## src/rtl/adc_seq_ctrl_if.sv

```systemverilog
// rtl/adc_seq_ctrl_if.sv - ADC conversion handshake between sequencer and shared ADC
//
// Purpose: bundles the start/address/data-ready/data signals of the shared
// single-port ADC. Suffixes are named from the sequencer's point of view.
// Signals:
//   adc_start_o  one-cycle start-of-conversion pulse (sequencer -> ADC)
//   adc_addr_o   7-bit ADC channel address          (sequencer -> ADC)
//   adc_drdy_i   one-cycle data-ready pulse          (ADC -> sequencer)
//   adc_data_i   16-bit result, valid with adc_drdy_i (ADC -> sequencer)
// Modports: master = sequencer side, slave = ADC side.
interface adc_seq_ctrl_if;
  logic        adc_start_o;
  logic [6:0]  adc_addr_o;
  logic        adc_drdy_i;
  logic [15:0] adc_data_i;

  modport master (
    output adc_start_o,
    output adc_addr_o,
    input  adc_drdy_i,
    input  adc_data_i
  );

  modport slave (
    input  adc_start_o,
    input  adc_addr_o,
    output adc_drdy_i,
    output adc_data_i
  );
endinterface

```

## src/rtl/adc_seq_ctrl.sv

```systemverilog
// rtl/adc_seq_ctrl.sv - three-channel ADC sequencer with timeout and overrun supervision
//
// Purpose: on each accepted trigger converts ch0, ch1, ch2 in fixed order on the
// shared ADC, captures each result into a shadow register and publishes a
// coherent sample set (ch0, ch1, ch2, v_fc = max(ch0 - ch2, 0)) with a
// one-cycle valid strobe.
// Ports:
//   clk_100m, rst_ni               clock, asynchronous active-low reset
//   enable_i, trig_i               trigger acceptance
//   adc                            ADC handshake (master modport)
//   v_ch0_o..v_ch2_o, v_fc_o       published samples
//   set_valid_o                    strobe: published samples updated this cycle
//   timeout_err_o, overrun_o       sticky supervision flags
//   err_clr_i                      clears both sticky flags (a set event wins)
module adc_seq_ctrl #(
  parameter int unsigned NUM_CH         = 3,
  parameter logic [6:0]  CH0_ADDR       = 7'h17,
  parameter logic [6:0]  CH1_ADDR       = 7'h1E,
  parameter logic [6:0]  CH2_ADDR       = 7'h1F,
  parameter int unsigned TIMEOUT_CYCLES = 1024
) (
  input  logic          clk_100m,
  input  logic          rst_ni,
  input  logic          enable_i,
  input  logic          trig_i,
  adc_seq_ctrl_if.master adc,
  output logic [15:0]   v_ch0_o,
  output logic [15:0]   v_ch1_o,
  output logic [15:0]   v_ch2_o,
  output logic [15:0]   v_fc_o,
  output logic          set_valid_o,
  output logic          timeout_err_o,
  output logic          overrun_o,
  input  logic          err_clr_i
);

  localparam int unsigned      CNT_W    = $clog2(TIMEOUT_CYCLES);
  localparam logic [CNT_W-1:0] CNT_LAST = CNT_W'(TIMEOUT_CYCLES - 1);
  localparam logic [1:0]       IDX_LAST = 2'(NUM_CH - 1);

  typedef enum logic [1:0] {
    ST_IDLE    = 2'd0,
    ST_START   = 2'd1,
    ST_WAIT    = 2'd2,
    ST_PUBLISH = 2'd3
  } state_e;

  state_e           state_q, state_d;
  logic [1:0]       idx_q, idx_d;
  logic [CNT_W-1:0] cnt_q, cnt_d;
  logic [15:0]      sh0_q, sh0_d, sh1_q, sh1_d;
  logic [6:0]       addr_q, addr_d;
  logic [15:0]      ch0_q, ch0_d, ch1_q, ch1_d, ch2_q, ch2_d, fc_q, fc_d;
  logic             tout_q, tout_d, ovr_q, ovr_d;
  logic             wait_w, drdy_w, last_w, expire_w;

  function automatic logic [6:0] ch_addr(input logic [1:0] idx);
    case (idx)
      2'd0:    ch_addr = CH0_ADDR;
      2'd1:    ch_addr = CH1_ADDR;
      default: ch_addr = CH2_ADDR;
    endcase
  endfunction

  assign wait_w   = (state_q == ST_WAIT);
  assign drdy_w   = wait_w && adc.adc_drdy_i;
  assign last_w   = (idx_q == IDX_LAST);
  // drdy arriving on the expiry cycle takes priority over the timeout
  assign expire_w = wait_w && !adc.adc_drdy_i && (cnt_q == CNT_LAST);

  // state register
  always_ff @(posedge clk_100m or negedge rst_ni) begin
    if (!rst_ni) state_q <= ST_IDLE;
    else         state_q <= state_d;
  end

  // next-state logic
  always_comb begin
    state_d = state_q;
    case (state_q)
      ST_IDLE:    if (trig_i && enable_i) state_d = ST_START;
      ST_START:   state_d = ST_WAIT;
      ST_WAIT: begin
        if (drdy_w)        state_d = last_w ? ST_PUBLISH : ST_START;
        else if (expire_w) state_d = ST_IDLE;
      end
      ST_PUBLISH: state_d = ST_IDLE;
      default:    state_d = ST_IDLE;
    endcase
  end

  // state-decoded outputs
  always_comb begin
    adc.adc_start_o = (state_q == ST_START);
    set_valid_o     = (state_q == ST_PUBLISH);
  end

  // datapath next-state
  always_comb begin
    idx_d = idx_q;
    cnt_d = cnt_q;
    sh0_d = sh0_q;
    sh1_d = sh1_q;
    ch0_d = ch0_q;
    ch1_d = ch1_q;
    ch2_d = ch2_q;
    fc_d  = fc_q;
    case (state_q)
      // counter holds cycles elapsed since the start pulse while in WAIT
      ST_START: cnt_d = CNT_W'(1);
      ST_WAIT: begin
        cnt_d = cnt_q + CNT_W'(1);
        if (adc.adc_drdy_i) begin
          if (idx_q == 2'd0) sh0_d = adc.adc_data_i;
          if (idx_q == 2'd1) sh1_d = adc.adc_data_i;
          if (last_w) begin
            // published set loads on the final drdy edge so it is visible
            // during the PUBLISH cycle together with set_valid_o
            ch0_d = sh0_q;
            ch1_d = sh1_q;
            ch2_d = adc.adc_data_i;
            fc_d  = (sh0_q >= adc.adc_data_i) ? (sh0_q - adc.adc_data_i) : 16'd0;
            idx_d = 2'd0;
          end else begin
            idx_d = idx_q + 2'd1;
          end
        end else if (expire_w) begin
          idx_d = 2'd0;
        end
      end
      default: idx_d = 2'd0;
    endcase

    if (state_d == ST_WAIT)       addr_d = addr_q;
    else if (state_d == ST_START) addr_d = ch_addr(idx_d);
    else                          addr_d = CH0_ADDR;

    tout_d = expire_w ? 1'b1 : (err_clr_i ? 1'b0 : tout_q);
    ovr_d  = (trig_i && (state_q != ST_IDLE)) ? 1'b1 : (err_clr_i ? 1'b0 : ovr_q);
  end

  always_ff @(posedge clk_100m or negedge rst_ni) begin
    if (!rst_ni) begin
      idx_q  <= 2'd0;
      cnt_q  <= '0;
      sh0_q  <= 16'd0;
      sh1_q  <= 16'd0;
      addr_q <= CH0_ADDR;
      ch0_q  <= 16'd0;
      ch1_q  <= 16'd0;
      ch2_q  <= 16'd0;
      fc_q   <= 16'd0;
      tout_q <= 1'b0;
      ovr_q  <= 1'b0;
    end else begin
      idx_q  <= idx_d;
      cnt_q  <= cnt_d;
      sh0_q  <= sh0_d;
      sh1_q  <= sh1_d;
      addr_q <= addr_d;
      ch0_q  <= ch0_d;
      ch1_q  <= ch1_d;
      ch2_q  <= ch2_d;
      fc_q   <= fc_d;
      tout_q <= tout_d;
      ovr_q  <= ovr_d;
    end
  end

  assign adc.adc_addr_o = addr_q;
  assign v_ch0_o        = ch0_q;
  assign v_ch1_o        = ch1_q;
  assign v_ch2_o        = ch2_q;
  assign v_fc_o         = fc_q;
  assign timeout_err_o  = tout_q;
  assign overrun_o      = ovr_q;

endmodule

```

## src/flat_wrapper.sv

```systemverilog
// flat-port wrapper written by rule: the top's interface ports become plain ports
module adc_seq_ctrl_flat 
#(
  parameter int unsigned NUM_CH         = 3,
  parameter logic [6:0]  CH0_ADDR       = 7'h17,
  parameter logic [6:0]  CH1_ADDR       = 7'h1E,
  parameter logic [6:0]  CH2_ADDR       = 7'h1F,
  parameter int unsigned TIMEOUT_CYCLES = 1024
)
  (clk_100m, rst_ni, enable_i, trig_i, v_ch0_o, v_ch1_o, v_ch2_o, v_fc_o, set_valid_o, timeout_err_o, overrun_o, err_clr_i, adc_adc_start_o, adc_adc_addr_o, adc_adc_drdy_i, adc_adc_data_i);
  adc_seq_ctrl_if adc_i ();
  input  logic clk_100m;
  input  logic rst_ni;
  input  logic enable_i;
  input  logic trig_i;
  output logic [15:0] v_ch0_o;
  output logic [15:0] v_ch1_o;
  output logic [15:0] v_ch2_o;
  output logic [15:0] v_fc_o;
  output logic set_valid_o;
  output logic timeout_err_o;
  output logic overrun_o;
  input  logic err_clr_i;
  output wire logic [$bits(adc_i.adc_start_o)-1:0] adc_adc_start_o;
  output wire logic [$bits(adc_i.adc_addr_o)-1:0] adc_adc_addr_o;
  input wire logic [$bits(adc_i.adc_drdy_i)-1:0] adc_adc_drdy_i;
  input wire logic [$bits(adc_i.adc_data_i)-1:0] adc_adc_data_i;
  assign adc_adc_start_o = adc_i.adc_start_o;
  assign adc_adc_addr_o = adc_i.adc_addr_o;
  assign adc_i.adc_drdy_i = adc_adc_drdy_i;
  assign adc_i.adc_data_i = adc_adc_data_i;
  adc_seq_ctrl #(.NUM_CH(NUM_CH), .CH0_ADDR(CH0_ADDR), .CH1_ADDR(CH1_ADDR), .CH2_ADDR(CH2_ADDR), .TIMEOUT_CYCLES(TIMEOUT_CYCLES)) u_core (.clk_100m(clk_100m), .rst_ni(rst_ni), .enable_i(enable_i), .trig_i(trig_i), .adc(adc_i), .v_ch0_o(v_ch0_o), .v_ch1_o(v_ch1_o), .v_ch2_o(v_ch2_o), .v_fc_o(v_fc_o), .set_valid_o(set_valid_o), .timeout_err_o(timeout_err_o), .overrun_o(overrun_o), .err_clr_i(err_clr_i));
endmodule
```

## config.mk

```make
export PLATFORM = sky130hd
export DESIGN_NAME = adc_seq_ctrl_flat
export DESIGN_NICKNAME = d
export VERILOG_FILES = /design/src/rtl/adc_seq_ctrl_if.sv /design/src/rtl/adc_seq_ctrl.sv /design/src/flat_wrapper.sv
export SDC_FILE = /design/constraint.sdc
export NUM_CORES = 1
export LEC_CHECK = 0
export CAP_MARGIN = 10
export CORE_MARGIN = 10
export CORE_UTILIZATION = 40
export CTS_BUF_LIST = sky130_fd_sc_hd__clkbuf_8
export DETAILED_ROUTE_END_ITERATION = 12
export DONT_BUFFER_PORTS = 1
export PLACE_DENSITY = 0.55
export SLEW_MARGIN = 0
export SYNTH_ARGS = -nofsm -noshare
export SYNTH_HDL_FRONTEND = slang
export SYNTH_SLANG_ARGS = --single-unit
```

## constraint.sdc

```tcl
create_clock -name clk_100m -period 3.2 [get_ports clk_100m]
set_input_delay 0.64 -clock clk_100m [delete_from_list [all_inputs] [get_ports clk_100m]]
set_output_delay 0.64 -clock clk_100m [all_outputs]
set_load 0.01 [all_outputs]
```

Yosys cells after proc, flatten, opt, wreduce, memory -nomap -nowiden
Cells that the tools add are included.
{"block": "op_classes", "n_addsub": 3, "multipliers": 0, "n_div": 0, "magnitude_cmp": 1, "n_eq_ne": 9, "n_shift": 0, "n_mux": 16, "n_bitwise": 0, "n_reduce_logical": 16}
{"operator": "$pmux 10 s2", "count": 1}
{"operator": "$ge 16x16->1", "count": 1}
{"operator": "$mux 16", "count": 1}
{"operator": "$sub 16x16->16", "count": 1}
{"operator": "$mux 2", "count": 7}
{"operator": "$add 10x1->10 const B", "count": 1}
{"operator": "$eq 10x10->1 const B", "count": 1}
{"operator": "$reduce_and 3->1", "count": 3}
{"operator": "$eq 2x1->1 const B", "count": 4}
{"operator": "$eq 2x2->1 const B", "count": 4}
{"operator": "$pmux 2 s4", "count": 1}
{"operator": "$pmux 4 s2", "count": 1}
{"operator": "$reduce_bool 2->1", "count": 4}
{"operator": "$logic_not 2->1", "count": 3}
{"operator": "$logic_and 1x1->1", "count": 5}
{"operator": "$mux 4", "count": 1}
{"operator": "$pmux 2 s2", "count": 1}
{"operator": "$mux 1", "count": 3}
{"operator": "$add 2x1->2 const B", "count": 1}
{"operator": "$logic_not 1->1", "count": 1}
{"block": "word_totals", "ff_bits": 119, "latchBits": 0, "mem_bits_rw": 0, "romBits": 0, "output_inout_bits": 75, "word_cells": 57, "mem_count": 0}

Depth between registers and ports, before layout
{"block": "depth", "depth_word": 9, "ltp_mapped": 10, "mapped_depth_nobuf": 10}

Least setup slack after synthesis
Ideal clock, no wire load.
{"block": "synth_timing", "path_kind": "input to register", "startpoint": "in adc_adc_data_i[0]", "endpoint": "reg u_core.fc_q[15], in the netlist u_core.v_fc_o[15]", "setup_ns": 0.131, "arrival_ns": 2.399, "setup_slack_ns": 0.670, "cell_stages": 9, "path_buffers": 0, "cell_sequence": "ha_1 inv_1 fa_1 a21o_1 a21oi_1 o221ai_2 o32ai_4 or2_4 o31ai_2"}
{"block": "synth_between", "elab_chain_cells": 2, "word_cells_on_any_way": 3, "classes_between": "add/sub: 1; order compare: 1; mux: 1"}
{"item": "start: declaration", "line_no": "flat_wrapper.sv:27", "source": "input wire logic [$bits(adc_i.adc_data_i)-1:0] adc_adc_data_i;"}
{"item": "$sub 16x16->16 or $ge 16x16->1 (tied branches)", "line_no": "adc_seq_ctrl.sv:122", "source": "fc_d = (sh0_q >= adc.adc_data_i) ? (sh0_q - adc.adc_data_i) : 16'd0;"}
{"item": "$mux 16 *", "line_no": "adc_seq_ctrl.sv:122"}
{"item": "end signal: assignment", "line_no": "adc_seq_ctrl.sv:152", "source": "fc_q <= 16'd0;"}
{"item": "end signal: assignment", "line_no": "adc_seq_ctrl.sv:164", "source": "fc_q <= fc_d;"}
{"item": "end: declaration", "line_no": "adc_seq_ctrl.sv:53", "source": "logic [15:0] ch0_q, ch0_d, ch1_q, ch1_d, ch2_q, ch2_d, fc_q, fc_d;"}
Every way passes the cells marked *; elsewhere a longest branch is shown, timed or not.
A chain may end at the register's enable or synchronous reset.

Worst setup path after layout
{"block": "layout_timing", "startpoint": "reg u_core.sh0_q[0]", "endpoint": "reg u_core.fc_q[4], in the netlist u_core.v_fc_o[4]"}
{"block": "layout_between", "elab_chain_cells": 2, "word_cells_on_any_way": 3, "classes_between": "add/sub: 1; order compare: 1; mux: 1"}
{"item": "start: declaration", "line_no": "adc_seq_ctrl.sv:51", "source": "logic [15:0] sh0_q, sh0_d, sh1_q, sh1_d;"}
{"item": "start signal: assignment", "line_no": "adc_seq_ctrl.sv:146", "source": "sh0_q <= 16'd0;"}
{"item": "start signal: assignment", "line_no": "adc_seq_ctrl.sv:158", "source": "sh0_q <= sh0_d;"}
{"item": "$sub 16x16->16 or $ge 16x16->1 (tied branches)", "line_no": "adc_seq_ctrl.sv:122"}
{"item": "$mux 16 *", "line_no": "adc_seq_ctrl.sv:122"}
Marks and branches as above.

==> run_results.csv <==
group,metric,value,unit
timing,rsz0062_at_grt,"no",
layout,finish.utilization,45.9,%
routing,post_drt_wl_per_cell,18.1,µm
layout,nFillCells,1262,
die,start_util,41.1,%
global_route,antenna_found_initial,0,
placement,dpl_cell_area,5620,µm²
synth,synthTopCellsByCount,"dfrtp_1, nand2_1, mux2_2, o21ai_0, inv_1",
die,dieWidth,137,µm
timing,fin_crit,2.68,ns
placement,routabilityCongestion,0.822,
die,dieHeight,137,µm
setup_path,r2r_cells,10,
routing,ant_nets,0,
global_route,gr-usage-met1,16.5,%
routing,vias,3676,
routing,drc,0,
clock_tree,htree_levels,4,
placement,hpwlAfterDp,9010,µm
layout,nets,553,
timing,setup_viol,0,
synth,synth_seq_cells,114,
routing,drt_iter0_drc,240,
synth,synthMostInstantiatedCell,"dfrtp_1",
global_route,grt_overflow,0,
setup_path,cp_max_fo,7,
placement,io_buffers,0,
setup_path,worstPathArrival,2.99,ns
die,io_pins,97,
setup_path,reg2reg_slack,0.52,ns
status,outcome,"finished clean",
timing,slew_viol_final,0,
synth,synth_area,5470,µm²
routing,firstDrtPassIters,4,
global_route,busiest_layer,"met2",
global_route,grt_max_degree,115,
timing,post-route-period-util,83.8,%
global_route,grt_usage,13.9,%
layout,design_area,6100,µm²
timing,finalClockSkew,0.00976,ns
run,maxCapViolations,0,
pwr,power.leakage,0.00286,µW
timing,finalHoldViolCount,0,
clock_tree,postCtsSetupBuffers,0,
synth,synth_cell_types,60,
layout,n_antenna_cell,0,
clock_tree,clkTransAtPathRegs,0.07,ns
routing,avgViaCountPerCell,5.27,
synth,async_flop_share,100,%
synth,yosys_warnings,0,
clock_tree,clock_latency,0.44,ns
synth,ys.flop_type,"dfrtp_1",
routing,routed_wl,12600,µm
synth,synth_area_per_cell,10.8,µm²
layout,area_growth,11.5,%
timing,tightestPinTransition,0.547,ns
synth,syn_inst,504,
synth,synth_top_cell_by_area,"dfrtp_1",
setup_path,cp.required,3.51,ns
global_route,grt_pass1_vias,3661,
setup_path,crit_path_start_kind,"flop",
synth,synth_area_leaders,"dfrtp_1, mux2_2, ha_1",
clock_tree,cts_tree,"yes",
clock_tree,cts_buffers,17,
pwr,power_density,785,nW/µm²
die,coreArea,13300,µm²
synth,synth_top_cell_area_share,51.7,%
pwr,peakVddDrop,0.379,mV
setup_path,reg2reg_to,"u_core.v_fc_o[4]$_DFFE_PN0P_",
clock_tree,cts_sinks,114,
timing,relSlewSlack,63.5,%
global_route,grt_use_met3,7.33,%
synth,synth_edf_count,0,
die,die_area,18700,µm²
layout,drive_gt1_share,18.8,%
global_route,grt_use_met2,21.5,%
timing,fmax,0.373,GHz
clock_tree,post_cts_resized,0,
synth,ys_seq_area_share,52.2,%
setup_path,path_class,"reg -> reg",
setup_path,worstReg2RegStart,"u_core.sh0_q[0]$_DFFE_PN0P_",
global_route,grt_pass1_wl,20200,µm
clock_tree,root_buffer,"clkbuf_8",
hold_path,hp-class,"in -> async",
clock_tree,clock_path_buffers,2,
setup_path,endpoint_kind,"flop",
timing,finalSetupTns,0,ns
die,fp-row-count,42,
-- report_power, final --
part / internal (µW) / total [µW] / switching (µW) / leakage, µW
sequential: 1640 / 1800 / 157 / 0.00155
clock: 899 / 1470 / 575 / 0.000227
combinational: 634 / 1510 / 877 / 0.00109
total: 3180 / 4780 / 1610 / 0.00286
-- logic make-up (layout without fill, tap and decap cells) --
kind of cell               Yosys count  count (layout)  synth area share [%]
AOI/OAI and AO/OA                  121             121                  14.6
muxes                               49              49                  10.1
other                                2               5                 0.137
buffers and inverters               60              75                  4.85
DFF                                114             114                  52.2
xor gates and xnor gates            14              14                  2.24
and+or+nand+nor                    122             122                  10.7
adders and majority gates           22              22                  5.17
-- final cells by class --
| type | instances | area (µm²) | area share [%] |
|---|---|---|---|
| Tap cell | 176 | 220 | 3.61 |
| Sequential cell | 114 | 2850 | 46.8 |
| Clock inverter | 12 | 163 | 2.67 |
| Timing Repair Buffer | 8 | 95.1 | 1.56 |
| Clock buffer | 20 | 275 | 4.51 |
| Multi-Input combinational cell | 333 | 2360 | 38.7 |
| Inverter | 35 | 131 | 2.15 |
-- metrics by stage --
stage          setup slack (ns)  instances  total power [µW]  hold slack [ns]
6_report                  0.520        698              4780            0.164
5_1_grt                   0.278        698              5120            0.173
4_1_cts                   0.502        696              4810           -0.144
3_5_place_dp              0.328        664              3310            0.350
3_3_place_gp              0.369        664              3290            0.350
2_1_floorplan             0.670        507              2990            0.344
-- worst max path at each step --
stage                                 from                             to  slack, ns  cells past startpoint
5_1_grt        u_core.sh0_q[0]$_DFFE_PN0P_  u_core.v_fc_o[13]$_DFFE_PN0P_       0.28                     10
6_report       u_core.sh0_q[0]$_DFFE_PN0P_   u_core.v_fc_o[4]$_DFFE_PN0P_       0.52                     10
2_1_floorplan            adc_adc_data_i[0]  u_core.v_fc_o[15]$_DFFE_PN0P_       0.67                      9
3_3_place_gp             adc_adc_data_i[0]   u_core.v_fc_o[2]$_DFFE_PN0P_       0.37                      9
3_5_place_dp             adc_adc_data_i[0]   u_core.v_fc_o[3]$_DFFE_PN0P_       0.33                      9
4_1_cts        u_core.sh0_q[0]$_DFFE_PN0P_   u_core.v_fc_o[4]$_DFFE_PN0P_       0.50                     10
-- critical path: stages (launching register included) --
cell	delay, ns
dfrtp_1	0.36
inv_1	0.09
ha_1	0.16
inv_1	0.05
fa_1	0.39
a21o_1	0.20
a21oi_1	0.27
o221ai_2	0.23
o32ai_4	0.48
buf_4	0.23
o31ai_1	0.08
-- placed cells by master, fill, tap and decap left out, types with 14 or more instances in the layout --
master	instances
ha_1	21
mux2_2	48
clkbuf_8	20
inv_1	37
o31ai_1	15
a21oi_1	22
dfrtp_1	113
o21ai_0	41
nor2_1	14
nand2_1	62
-- routing by layer --
| metal | routed length [µm] | vias up |
|---|---|---|
| li1 | - | 1780 |
| met4 | 149 | 0 |
| met1 | 5290 | 1793 |
| met2 | 6030 | 90 |
| met3 | 1170 | 13 |
| met5 | 0 | - |
-- flip-flops by register name, summed over array words and instances (netlist names) --
signal / count
u_core.sh0_q: 16
u_core.sh1_q: 16
u_core.v_ch0_o: 16
u_core.v_ch1_o: 16
u_core.v_ch2_o: 16
u_core.v_fc_o: 16
u_core.cnt_q: 10
u_core.adc.adc_addr_o: 2
u_core.idx_q: 2
u_core.state_q: 2
u_core.overrun_o: 1
u_core.timeout_err_o: 1
Power figures use the tool's default switching activity.
==> RTL edit: new RTL, config.mk and constraints unchanged <==
Make the reset (`rst_ni`) synchronous in 2 clocked blocks. Comments in the files are not updated.
--- a/src/rtl/adc_seq_ctrl.sv
+++ b/src/rtl/adc_seq_ctrl.sv
@@ -69,7 +69,7 @@
   assign expire_w = wait_w && !adc.adc_drdy_i && (cnt_q == CNT_LAST);
 
   // state register
-  always_ff @(posedge clk_100m or negedge rst_ni) begin
+  always_ff @(posedge clk_100m) begin
     if (!rst_ni) state_q <= ST_IDLE;
     else         state_q <= state_d;
   end
@@ -139,7 +139,7 @@
     ovr_d  = (trig_i && (state_q != ST_IDLE)) ? 1'b1 : (err_clr_i ? 1'b0 : ovr_q);
   end
 
-  always_ff @(posedge clk_100m or negedge rst_ni) begin
+  always_ff @(posedge clk_100m) begin
     if (!rst_ni) begin
       idx_q  <= 2'd0;
       cnt_q  <= '0;
Function: differs if rst_ni is asserted again (counterexample within 4 cycles, from zero or initial values and one cycle with rst_ni low); with rst_ni held inactive, the same outputs for 4 cycles.
==> RTL edit against the unedited design <==
- non-clock buffer count shrank 3
- first-iteration DRC count grew 9.6%
- worst setup slack gained 0.073 ns
- wire length grew 12%
- design area shrank 2.2%
- critical path type unchanged
- synthesized area grew 0.18%
- largest cell class is now multi-input gates
- utilization shrank 1.2 points
- sequential cell count is the same
Power is not compared: it rests on default switching activity, and its combinational part moved more than twofold at a synthesized area within 25%.
==> RTL edit: results (changes against the unedited design) <==
metric	value	unit	change
register area share after synthesis	41.7	%	was 52.2%
ranking of synthesized cells by area	dfxtp_1, nand2_1, a21boi_0		was dfrtp_1, mux2_2, ha_1
skew final	0.00933	ns	was 0.00976 ns
Synth Area in XOR/XNOR	2.40	%	was 2.24%
net count of the finished layout	694		was 553
placed cell area	0.00554	mm^2	was 0.00562 mm^2
relative slew slack	51.3	%	was 63.5%
arrival time worst endpoint	2.94	ns	was 2.99 ns
Synth async-reset ratio	0	%	was 100%
DR WL met2	6510	um	was 6030 um
fin cells	839		was 698
routability cong.	0.846		was 0.822
Cells after DPL	807		was 664
global-route wire length before repair	22800	um	was 20200 um
status	finished clean		unchanged
Commonest cells post-synth	nand2_1, dfxtp_1, a21boi_0		was dfrtp_1, nand2_1, mux2_2
wire per inst	16.9	um	was 18.1 um
worst-skew pair later-pin latency	0.45	ns	
GRT met3 Usage	6.82	%	was 7.33%
vias per cell	5.19		was 5.27
CP max stage delay	0.42	ns	was 0.48 ns
Post-Synth Adder-Cell Area	5.16	%	was 5.17%
met3 WL	1340	um	was 1170 um
multiplexer share of the synthesized area	0.571	%	was 10.1%
number of global-route vias before repair	4189		was 3661
slowest CP cell	fa_1		was o32ai_4
Fill cells	1377		was 1262
Netlist cell types	56		was 60
DR iter-0 viols	263		was 240
post-synthesis compound-gate area fraction	23.7	%	was 14.6%
Metal-1 WL	6150	um	was 5290 um
total global-route track usage	15.5	%	was 13.9%
Worst Hold Class	in2reg		was in2async
synthesized area per cell	8.22	um^2	was 10.8 um^2
Placement Setup Slack	0.318	ns	was 0.328 ns
critical path peak fanout	12		was 7
met2 usage	24.1	%	was 21.5%
share of cells above drive strength 1	7.09	%	was 18.8%
largest net degree at the start of global routing	106		was 115
DP HPWL	10100	um	was 9010 um
## RTL edit: cell count changes after synthesis, moves of 8 or more
cell,unedited run,this run
inv_1,35,27
nor2_1,14,25
a21boi_0,1,81
dfxtp_1,0,114
nand2_1,62,181
o31ai_1,15,0
nor2b_1,3,18
a21o_1,3,13
o21ai_0,41,13
dfrtp_1,113,0
a22oi_1,0,10
mux2_2,48,1
clkbuf_1,10,27
## RTL edit: cell type report
| cell class | instances | area (um^2) | area share (%) |
|---|---|---|---|
| Tap cell | 176 | 220 | 3.69 |
| Inverter | 28 | 105 | 1.76 |
| Clock buffer | 21 | 289 | 4.84 |
| Clock inverter | 11 | 134 | 2.24 |
| Sequential cell | 114 | 2280 | 38.3 |
| Multi-Input combinational cell | 484 | 2900 | 48.6 |
| Timing Repair Buffer | 5 | 37.5 | 0.629 |
## RTL edit: cells by family (layout without fill, tap and decap cells)
family | Yosys count | after routing
and+or+nand+nor | 261 | 261
AOI/OAI and AO/OA | 178 | 178
muxes | 3 | 3
adders and majority gates | 22 | 22
buffers and inverters | 71 | 65
DFF | 114 | 114
xor gates and xnor gates | 15 | 15
other | 2 | 5
## RTL edit: final timing paths
path / from / to / slack (ns) / depth (start not counted)
worst max-delay path: u_core.sh0_q[0]$_SDFFE_PN0P_ / u_core.v_fc_o[14]$_SDFFE_PN0P_ / 0.59 / 10
worst min register to register: u_core.sh1_q[4]$_SDFFE_PN0P_ / u_core.sh1_q[4]$_SDFFE_PN0P_ / 0.46 / 2
worst max register to register: u_core.sh0_q[0]$_SDFFE_PN0P_ / u_core.v_fc_o[14]$_SDFFE_PN0P_ / 0.59 / 10
worst min-delay path: adc_adc_data_i[5] / u_core.v_ch2_o[5]$_SDFFE_PN0P_ / 0.33 / 2
